`src/rtl/operand_fetch_pkg.sv`:
```
// operand_fetch_pkg: shared constants and helpers for the operand-fetch stage.
//   - RV32I opcode and funct3 encodings (OPCODE_*, FUNCT3_*)
//   - instruction field positions for opcode, rd, rs1 and rs2
//   - output-stage state encoding and op_a source encoding
//   - small decode helpers used by operand_fetch
package operand_fetch_pkg;

  // RV32I major opcodes
  localparam logic [6:0] OPCODE_LUI    = 7'b0110111;
  localparam logic [6:0] OPCODE_AUIPC  = 7'b0010111;
  localparam logic [6:0] OPCODE_JAL    = 7'b1101111;
  localparam logic [6:0] OPCODE_JALR   = 7'b1100111;
  localparam logic [6:0] OPCODE_BRANCH = 7'b1100011;
  localparam logic [6:0] OPCODE_LOAD   = 7'b0000011;
  localparam logic [6:0] OPCODE_STORE  = 7'b0100011;
  localparam logic [6:0] OPCODE_OP_IMM = 7'b0010011;
  localparam logic [6:0] OPCODE_OP     = 7'b0110011;

  // funct3 encodings for the integer ALU group
  localparam logic [2:0] FUNCT3_ADD_SUB = 3'b000;
  localparam logic [2:0] FUNCT3_SLL     = 3'b001;
  localparam logic [2:0] FUNCT3_SLT     = 3'b010;
  localparam logic [2:0] FUNCT3_SLTU    = 3'b011;
  localparam logic [2:0] FUNCT3_XOR     = 3'b100;
  localparam logic [2:0] FUNCT3_SRL_SRA = 3'b101;
  localparam logic [2:0] FUNCT3_OR      = 3'b110;
  localparam logic [2:0] FUNCT3_AND     = 3'b111;

  // Instruction field positions
  localparam int OPCODE_LSB = 0;
  localparam int OPCODE_MSB = 6;
  localparam int RD_LSB     = 7;
  localparam int RD_MSB     = 11;
  localparam int RS1_LSB    = 15;
  localparam int RS1_MSB    = 19;
  localparam int RS2_LSB    = 20;
  localparam int RS2_MSB    = 24;

  // One-entry output stage: EMPTY means out_valid=0, FULL means out_valid=1
  typedef enum logic {
    OF_EMPTY = 1'b0,
    OF_FULL  = 1'b1
  } of_state_e;

  typedef enum logic [1:0] {
    SRC_RS1  = 2'd0,
    SRC_PC   = 2'd1,
    SRC_ZERO = 2'd2
  } op_a_src_e;

  function automatic op_a_src_e op_a_src(input logic [6:0] opcode);
    op_a_src_e src;
    case (opcode)
      OPCODE_AUIPC, OPCODE_JAL, OPCODE_BRANCH: src = SRC_PC;
      OPCODE_LUI:                              src = SRC_ZERO;
      default:                                 src = SRC_RS1;
    endcase
    return src;
  endfunction

  function automatic logic [4:0] get_rs1(input logic [31:0] instr);
    return instr[RS1_MSB:RS1_LSB];
  endfunction

  function automatic logic [4:0] get_rs2(input logic [31:0] instr);
    return instr[RS2_MSB:RS2_LSB];
  endfunction

  function automatic logic [6:0] get_opcode(input logic [31:0] instr);
    return instr[OPCODE_MSB:OPCODE_LSB];
  endfunction

endpackage

```
`src/rtl/operand_fetch_register_file.sv`:
```
// operand_fetch_register_file: integer register file x1..x31 owned by the
// operand-fetch stage. x0 is not stored and always reads 0.
// Ports:
//   clk, rst         clock, synchronous active-high clear of all registers
//   rs1_addr_i/_o    read port A index / combinational data
//   rs2_addr_i/_o    read port B index / combinational data
//   we_i, wr_addr_i, wr_data_i  single synchronous write port (index 0 ignored)
// A read of the register being written in the same cycle returns the old value.
module operand_fetch_register_file #(
  parameter int XLEN = 32
) (
  input  logic            clk,
  input  logic            rst,
  input  logic [4:0]      rs1_addr_i,
  input  logic [4:0]      rs2_addr_i,
  output logic [XLEN-1:0] rs1_data_o,
  output logic [XLEN-1:0] rs2_data_o,
  input  logic            we_i,
  input  logic [4:0]      wr_addr_i,
  input  logic [XLEN-1:0] wr_data_i
);

  logic [XLEN-1:0] regs_q [1:31];

  always_ff @(posedge clk) begin
    if (rst) begin
      // Reset wins over a write issued in the same cycle.
      for (int i = 1; i < 32; i++) begin
        regs_q[i] <= '0;
      end
    end else if (we_i && (wr_addr_i != 5'd0)) begin
      regs_q[wr_addr_i] <= wr_data_i;
    end
  end

  assign rs1_data_o = (rs1_addr_i == 5'd0) ? '0 : regs_q[rs1_addr_i];
  assign rs2_data_o = (rs2_addr_i == 5'd0) ? '0 : regs_q[rs2_addr_i];

endmodule

```
`src/rtl/operand_fetch.sv`:
```
// operand_fetch: pipeline stage feeding the ALU. Reads rs1/rs2 from the local
// register file and presents instruction, pc, op_a, op_b through a one-entry
// registered output stage.
// Ports:
//   clk, rst                      clock, synchronous active-high reset
//   in_valid/in_ready             upstream handshake, in_instruction/in_pc payload
//   out_valid/out_ready           downstream handshake
//   instruction, pc, op_a, op_b   registered outputs to the ALU
//   wb_en, wb_rd, wb_data         register-file write port
//   dbg_state_o                   current output-stage state (EMPTY/FULL)
// Configuration: define OPERAND_BYPASS_EN to forward writeback data into the
// operands, both on accept and while the output entry is held.
//
// Handshake: a transfer happens on an edge where valid && ready are both 1.
// in_ready = !out_valid || out_ready, so a full stage accepts a new
// instruction in the same cycle its current one is consumed (no bubble).
module operand_fetch
  import operand_fetch_pkg::*;
#(
  parameter int               XLEN         = 32,
  parameter logic [XLEN-1:0]  RESET_PC_VAL = '0
) (
  input  logic            clk,
  input  logic            rst,
  input  logic            in_valid,
  output logic            in_ready,
  input  logic [31:0]     in_instruction,
  input  logic [XLEN-1:0] in_pc,
  output logic            out_valid,
  input  logic            out_ready,
  output logic [31:0]     instruction,
  output logic [XLEN-1:0] pc,
  output logic [XLEN-1:0] op_a,
  output logic [XLEN-1:0] op_b,
  input  logic            wb_en,
  input  logic [4:0]      wb_rd,
  input  logic [XLEN-1:0] wb_data,
  output of_state_e       dbg_state_o
);

  of_state_e       state_q;
  logic [31:0]     instr_q;
  logic [XLEN-1:0] pc_q;
  logic [XLEN-1:0] op_a_q;
  logic [XLEN-1:0] op_b_q;

  logic [4:0]      rs1_addr;
  logic [4:0]      rs2_addr;
  logic [XLEN-1:0] rs1_rdata;
  logic [XLEN-1:0] rs2_rdata;
  logic [XLEN-1:0] rs1_val;
  logic [XLEN-1:0] rs2_val;
  logic [XLEN-1:0] op_a_d;
  op_a_src_e       a_src;
  logic            rs1_hit;
  logic            rs2_hit;
  logic            accept;
  logic            consume;

  assign rs1_addr = get_rs1(in_instruction);
  assign rs2_addr = get_rs2(in_instruction);
  assign a_src    = op_a_src(get_opcode(in_instruction));

  operand_fetch_register_file #(
    .XLEN(XLEN)
  ) u_regfile (
    .clk        (clk),
    .rst        (rst),
    .rs1_addr_i (rs1_addr),
    .rs2_addr_i (rs2_addr),
    .rs1_data_o (rs1_rdata),
    .rs2_data_o (rs2_rdata),
    .we_i       (wb_en),
    .wr_addr_i  (wb_rd),
    .wr_data_i  (wb_data)
  );

`ifdef OPERAND_BYPASS_EN
  // Indices and op_a source of the held entry, for forwarding while FULL.
  logic [4:0] rs1_q;
  logic [4:0] rs2_q;
  logic       a_rs1_q;

  assign rs1_hit = wb_en && (wb_rd != 5'd0) && (wb_rd == rs1_addr);
  assign rs2_hit = wb_en && (wb_rd != 5'd0) && (wb_rd == rs2_addr);
`else
  assign rs1_hit = 1'b0;
  assign rs2_hit = 1'b0;
`endif

  assign rs1_val = rs1_hit ? wb_data : rs1_rdata;
  assign rs2_val = rs2_hit ? wb_data : rs2_rdata;

  always_comb begin
    op_a_d = rs1_val;
    case (a_src)
      SRC_PC:   op_a_d = in_pc;
      SRC_ZERO: op_a_d = '0;
      default:  op_a_d = rs1_val;
    endcase
  end

  assign out_valid = (state_q == OF_FULL);
  assign in_ready  = !out_valid || out_ready;
  assign accept    = in_valid && in_ready;
  assign consume   = out_valid && out_ready;

  always_ff @(posedge clk) begin
    if (rst) begin
      state_q <= OF_EMPTY;
      instr_q <= '0;
      pc_q    <= RESET_PC_VAL;
      op_a_q  <= '0;
      op_b_q  <= '0;
`ifdef OPERAND_BYPASS_EN
      rs1_q   <= '0;
      rs2_q   <= '0;
      a_rs1_q <= 1'b0;
`endif
    end else begin
      case (state_q)
        OF_EMPTY: if (accept) state_q <= OF_FULL;
        OF_FULL:  if (consume && !accept) state_q <= OF_EMPTY;
        default:  state_q <= OF_EMPTY;
      endcase

      if (accept) begin
        instr_q <= in_instruction;
        pc_q    <= in_pc;
        op_a_q  <= op_a_d;
        op_b_q  <= rs2_val;
`ifdef OPERAND_BYPASS_EN
        rs1_q   <= rs1_addr;
        rs2_q   <= rs2_addr;
        a_rs1_q <= (a_src == SRC_RS1);
`endif
      end
`ifdef OPERAND_BYPASS_EN
      // Held entry tracks writebacks so it never carries a stale operand.
      else if (out_valid && !out_ready && wb_en && (wb_rd != 5'd0)) begin
        if (a_rs1_q && (wb_rd == rs1_q)) op_a_q <= wb_data;
        if (wb_rd == rs2_q)              op_b_q <= wb_data;
      end
`endif
    end
  end

  assign instruction = instr_q;
  assign pc          = pc_q;
  assign op_a        = op_a_q;
  assign op_b        = op_b_q;
  assign dbg_state_o = state_q;

endmodule

```
`config.mk`:
```
export PLATFORM = sky130hd
export DESIGN_NAME = operand_fetch
export DESIGN_NICKNAME = d
export VERILOG_FILES = /design/src/rtl/operand_fetch_pkg.sv /design/src/rtl/operand_fetch_register_file.sv /design/src/rtl/operand_fetch.sv
export SDC_FILE = /design/constraint.sdc
export NUM_CORES = 2
export LEC_CHECK = 0
export ABC_AREA = 1
export BUFFER_PORTS_ARGS = -buffer_cell sky130_fd_sc_hd__buf_2
export CELL_PAD_IN_SITES_DETAIL_PLACEMENT = 2
export CELL_PAD_IN_SITES_GLOBAL_PLACEMENT = 2
export CORE_ASPECT_RATIO = 1.25
export CORE_MARGIN = 3
export CORE_UTILIZATION = 42
export CTS_BUF_LIST = sky130_fd_sc_hd__clkbuf_4 sky130_fd_sc_hd__clkbuf_8
export CTS_CLUSTER_DIAMETER = 80
export DETAILED_ROUTE_END_ITERATION = 16
export PLACE_DENSITY = 0.95
export SYNTH_ARGS = -nofsm -noshare
export SYNTH_HDL_FRONTEND = slang
export SYNTH_SLANG_ARGS = --single-unit
```
`constraint.sdc`:
```
create_clock -name clk -period 3.65 [get_ports clk]
set_input_delay 0.1825 -clock clk [delete_from_list [all_inputs] [get_ports clk]]
set_output_delay 0.1825 -clock clk [all_outputs]
set_load 0.03 [all_outputs]
```
==> out/qor.yml, run 1 <==
syn-cell-area_sq_mm: 0.0626
ys_seq_elements: 1153
io_pins: 237
synth_ff_type: "edfxtp_1"
avgSynthCellArea_sq_um: 7.75
cts_buffers: 197
status: "stopped before the end"
h-tree-depth: 4
hpwl_mm: 230
clock_path_buffers: 3
post_cts_buffers: 0
yosysSeqAreaShare_pct: 53.3
synth_top_area_share_pct: 49.1
root_buffer: "clkbuf_8"
yosysTopAreaCell: "edfxtp_1"
holdBufCountCts: 147
synth_edf_count: 1024
ctsResizeCount: 0
firstError: "[ERROR DPL-0033] detailed placement checks failed during check placement."
rows: 157
gp_congestion: 0.912
syn-instance-count: 8078
place_area_sq_mm: 0.0658
synth-warning-count: 0
die_y_microns: 438
die_w_microns: 351
initial_core_util_pct: 42.5
ys_top_cells_by_area: "edfxtp_1, nand2_1, nand3_1"
haltStage: "4_1_cts"
clock-sinks: 1153
ys_types: 30
synth-async-reset-ratio_pct: 0
synth_most_common_cell: "nand2_1"
io_buffers: 236
yosys-top-cells-count: "nand2_1, nor2_1, nand3_1"
per-stage QoR:
step	worst slack, ps	hold WS, ps	TNS, ps	std cells
floorplan	1350	281	0	8109
global placement	127	376	0	9825
detailed placement	-90.1	383	-90.1	9825
cells by family after synthesis:
logic type               after synthesis  share of synthesized area, %
adder cells (fa/ha/maj)                1                        0.0200
AND/OR/NAND/NOR                     4932                          32.1
buffers and inverters               1396                          9.25
AO/OA/AOI/OAI                        595                          5.35
other                                  1                       0.00599
flip-flops                          1153                          53.3
==> inputs of run 2 (changes only) <==
- CELL_PAD_IN_SITES_DETAIL_PLACEMENT: 2 -> unset
- CELL_PAD_IN_SITES_GLOBAL_PLACEMENT: 2 -> unset
- CORE_ASPECT_RATIO: 1.25 -> unset
- CORE_UTILIZATION: 42 -> 40
- CTS_BUF_LIST: sky130_fd_sc_hd__clkbuf_4 sky130_fd_sc_hd__clkbuf_8 -> unset
- CTS_CLUSTER_DIAMETER: 80 -> unset
- PLACE_DENSITY: 0.95 -> unset
- PLACE_DENSITY_LB_ADDON: unset -> 0.15
==> run 2 against run 1 <==
Effect of this change: the run now ends clean; area after synthesis is the same; synthesized cell count is the same.
==> out/qor.yml, run 2 <==
grt_max_degree: 135
synth-async-reset-ratio_pct: 0  # unchanged
synth_edf_count: 1024  # unchanged
first_pass_iters: 6
worstMarginPinSlew_ps: 1310
r2r_start: "dbg_state_o$_SDFF_PP0_"
setup_viol: 0
drive_gt1_share_pct: 8.05
p_leak_nw: 30.8
route.detailed.drc: 0
cp_slowest_stage_delay_ps: 940
path_class: "in -> reg"
reg2regPathDepth: 8
power_mw: 33.6
grt_pass1_wl_mm: 372
place_area_sq_mm: 0.0656  # was 0.0658 sq mm
finClkSkew_ps: 30.1
pre_cts_slack_ps: 734  # was -90.1 ps
ys_seq_elements: 1153  # unchanged
hold-path-endpoint: "u_regfile.regs_q[4][29]$_SDFFCE_PN0P_"
drv_cap: 0
hold_start: "wb_rd[3]"
cp.arrival_ps: 3470
endpoint_kind: "register"
timing.final.crit_share_pct: 78.7
avgSynthCellArea_sq_um: 7.75  # unchanged
hold_viol: 0
fillers: 15100
rsz0062_at_grt: "no"
overflow: 0
synth_ff_type: "edfxtp_1"  # unchanged
via_per_inst: 5.64
cp_slowest_cell: "a31oi_1"
layout_commonest_cell: "nand2_1"
clock_path_buffers: 3  # unchanged
multi_input_area_sq_mm: 0.0237
yosysTopAreaCell: "edfxtp_1"  # unchanged
cts_buffers: 136  # was 197
initial_core_util_pct: 40.4  # was 42.5%
die_y_microns: 402  # was 438 microns
post-route-cell-area_sq_mm: 0.0708
die_w_microns: 402  # was 351 microns
synth_top_area_share_pct: 49.1  # unchanged
postRouteAntennaNets: 0
fp.coreArea_sq_mm: 0.155
drt-initial-drc-count: 7743
status: "complete, no violations"  # was stopped before the end
startpoint_type: "input port"
yosys-top-cells-count: "nand2_1, nor2_1, nand3_1"  # unchanged
cp_top_family: "compound AO/OA/AOI/OAI gates"
hpwl_mm: 155  # was 230 mm
synth-warning-count: 0  # unchanged
whs_path_depth: 4
whs_ps: 57.7
syn-cell-area_sq_mm: 0.0626  # unchanged
antenna_found_initial: 9
clkSlewWorstSetupHoldPaths_ps: 50
drt_wl_total_mm: 259
cp_max_fo: 32
r2r_setup_slack_ps: 1030
track_usage_pct: 31.3
vdd_drop_max_v: 0.000436
vias: 57900
rows: 144  # was 157
h-tree-depth: 4  # unchanged
io_buffers: 236  # unchanged
worst_slack_ps: 776
startpoint: "in_instruction[3]"
wl_per_cell_microns: 25.2
hold_class: "in -> reg"
max_slew_margin_pct: 12.8
syn-instance-count: 8078  # unchanged
cts_tree: "done"
root_buffer: "clkbuf_16"  # was clkbuf_8
dieArea_sq_mm: 0.161
setup_tns_ps: 0
clock-sinks: 1153  # unchanged
max_freq_mhz: 348
seqCellArea_sq_mm: 0.0333
slew_viol_final: 0
ys_types: 30  # unchanged
grt_pass1_vias: 53800
synth_most_common_cell: "nand2_1"  # unchanged
required_ps: 4250
largest_register: "u_regfile.regs_q"
area_delta_synth_final_pct: 13.1
io_pins: 237  # unchanged
r2r-end: "op_b[13]$_SDFFE_PP0P_"
fin_nets: 8216
layout_common_cells: "nand2_1, nor2_1, nand3_1"
period_needed_ps: 2870
cp_common_cell: "inv_1"
largest_reg_flops: 1024
yosysSeqAreaShare_pct: 53.3  # unchanged
crit_chain: "dlygate4sd3_1, buf_2, inv_1, nand2_1, nor3b_1, a32o_1, ha_1, inv_1, buf_4, a31oi_1, a21oi_1"
path_buf_inv: 5
ys_top_cells_by_area: "edfxtp_1, nand2_1, nand3_1"  # unchanged
clk_latency_ps: 780
post_cts_buffers: 0  # unchanged
power.density_mw_per_mm2: 475
gp_congestion: 0.942  # was 0.912
## run 2: cell counts after synthesis
No cell type changed its count.
## run 2: layer usage
layer / global-route usage, % / vias to the layer above / share of wire (%)
met2: 46.1 / 3541 / 42
met3: 8.81 / 620 / 12
li1: - / 26100 / -
met4: 15.4 / 4 / 5.2
met5: 0 / - / 0.0081
met1: 42.1 / 27600 / 40
## run 2: power breakdown
group          switching (mW)  total, mW  internal (mW)
Combinational            3.54       4.77           1.23
Clock                    5.73       13.4           7.66
Sequential              0.371       15.5           15.1
## run 2: what timing repair did
action / 4_1_cts / 5_1_grt
gates resized for setup: 0 / 0
hold endpoints to repair: 133 / 0
hold buffers: 91 / 0
## run 2: how the worst max path moves through the flow
stage	to	slack [ps]	cells after the start
2_1_floorplan	u_regfile.regs_q[13][0]$_SDFFCE_PN0P_	1350	7
3_3_place_gp	op_a[14]$_SDFFE_PP0P_	740	10
3_5_place_dp	op_a[14]$_SDFFE_PP0P_	730	10
4_1_cts	op_a[14]$_SDFFE_PP0P_	980	11
5_1_grt	op_a[13]$_SDFFE_PP0P_	800	11
6_report	op_a[14]$_SDFFE_PP0P_	780	11
## run 2: final cells by class
type | instances | share of cell area, %
clock inverters | 48 | 0.559
clock buffers | 196 | 5.44
multi-input cells | 5560 | 33.5
inverters | 741 | 3.98
well taps | 2044 | 3.61
diodes | 5 | 0.0177
repair buffers | 517 | 5.80
flip-flops and latches | 1153 | 47.1
## run 2: logic make-up after synthesis
kind of cell,synth area share (%)
and+or+nand+nor,32.1
buffers and inverters,9.25
DFF,53.3
AOI/OAI and AO/OA,5.35
adders and majority gates,0.0200
other,0.00599
## run 2: metrics by stage
step | cells | util [%]
global route | 10300 | 45.7
CTS | 10300 | 45.7
global placement | 9924 | 42.4
floorplan | 8109 | -
finish | 10300 | 45.7
detailed placement | 9924 | 42.4
## run 2: worst reg2reg max path: cells and delay by family (launching register included)
kind                   cells  cell delay (ps)
buffers and inverters      3             1040
and+or+nand+nor            4              930
DFF                        1              340
AOI/OAI and AO/OA          1              240
(Power assumes the default switching activity.)
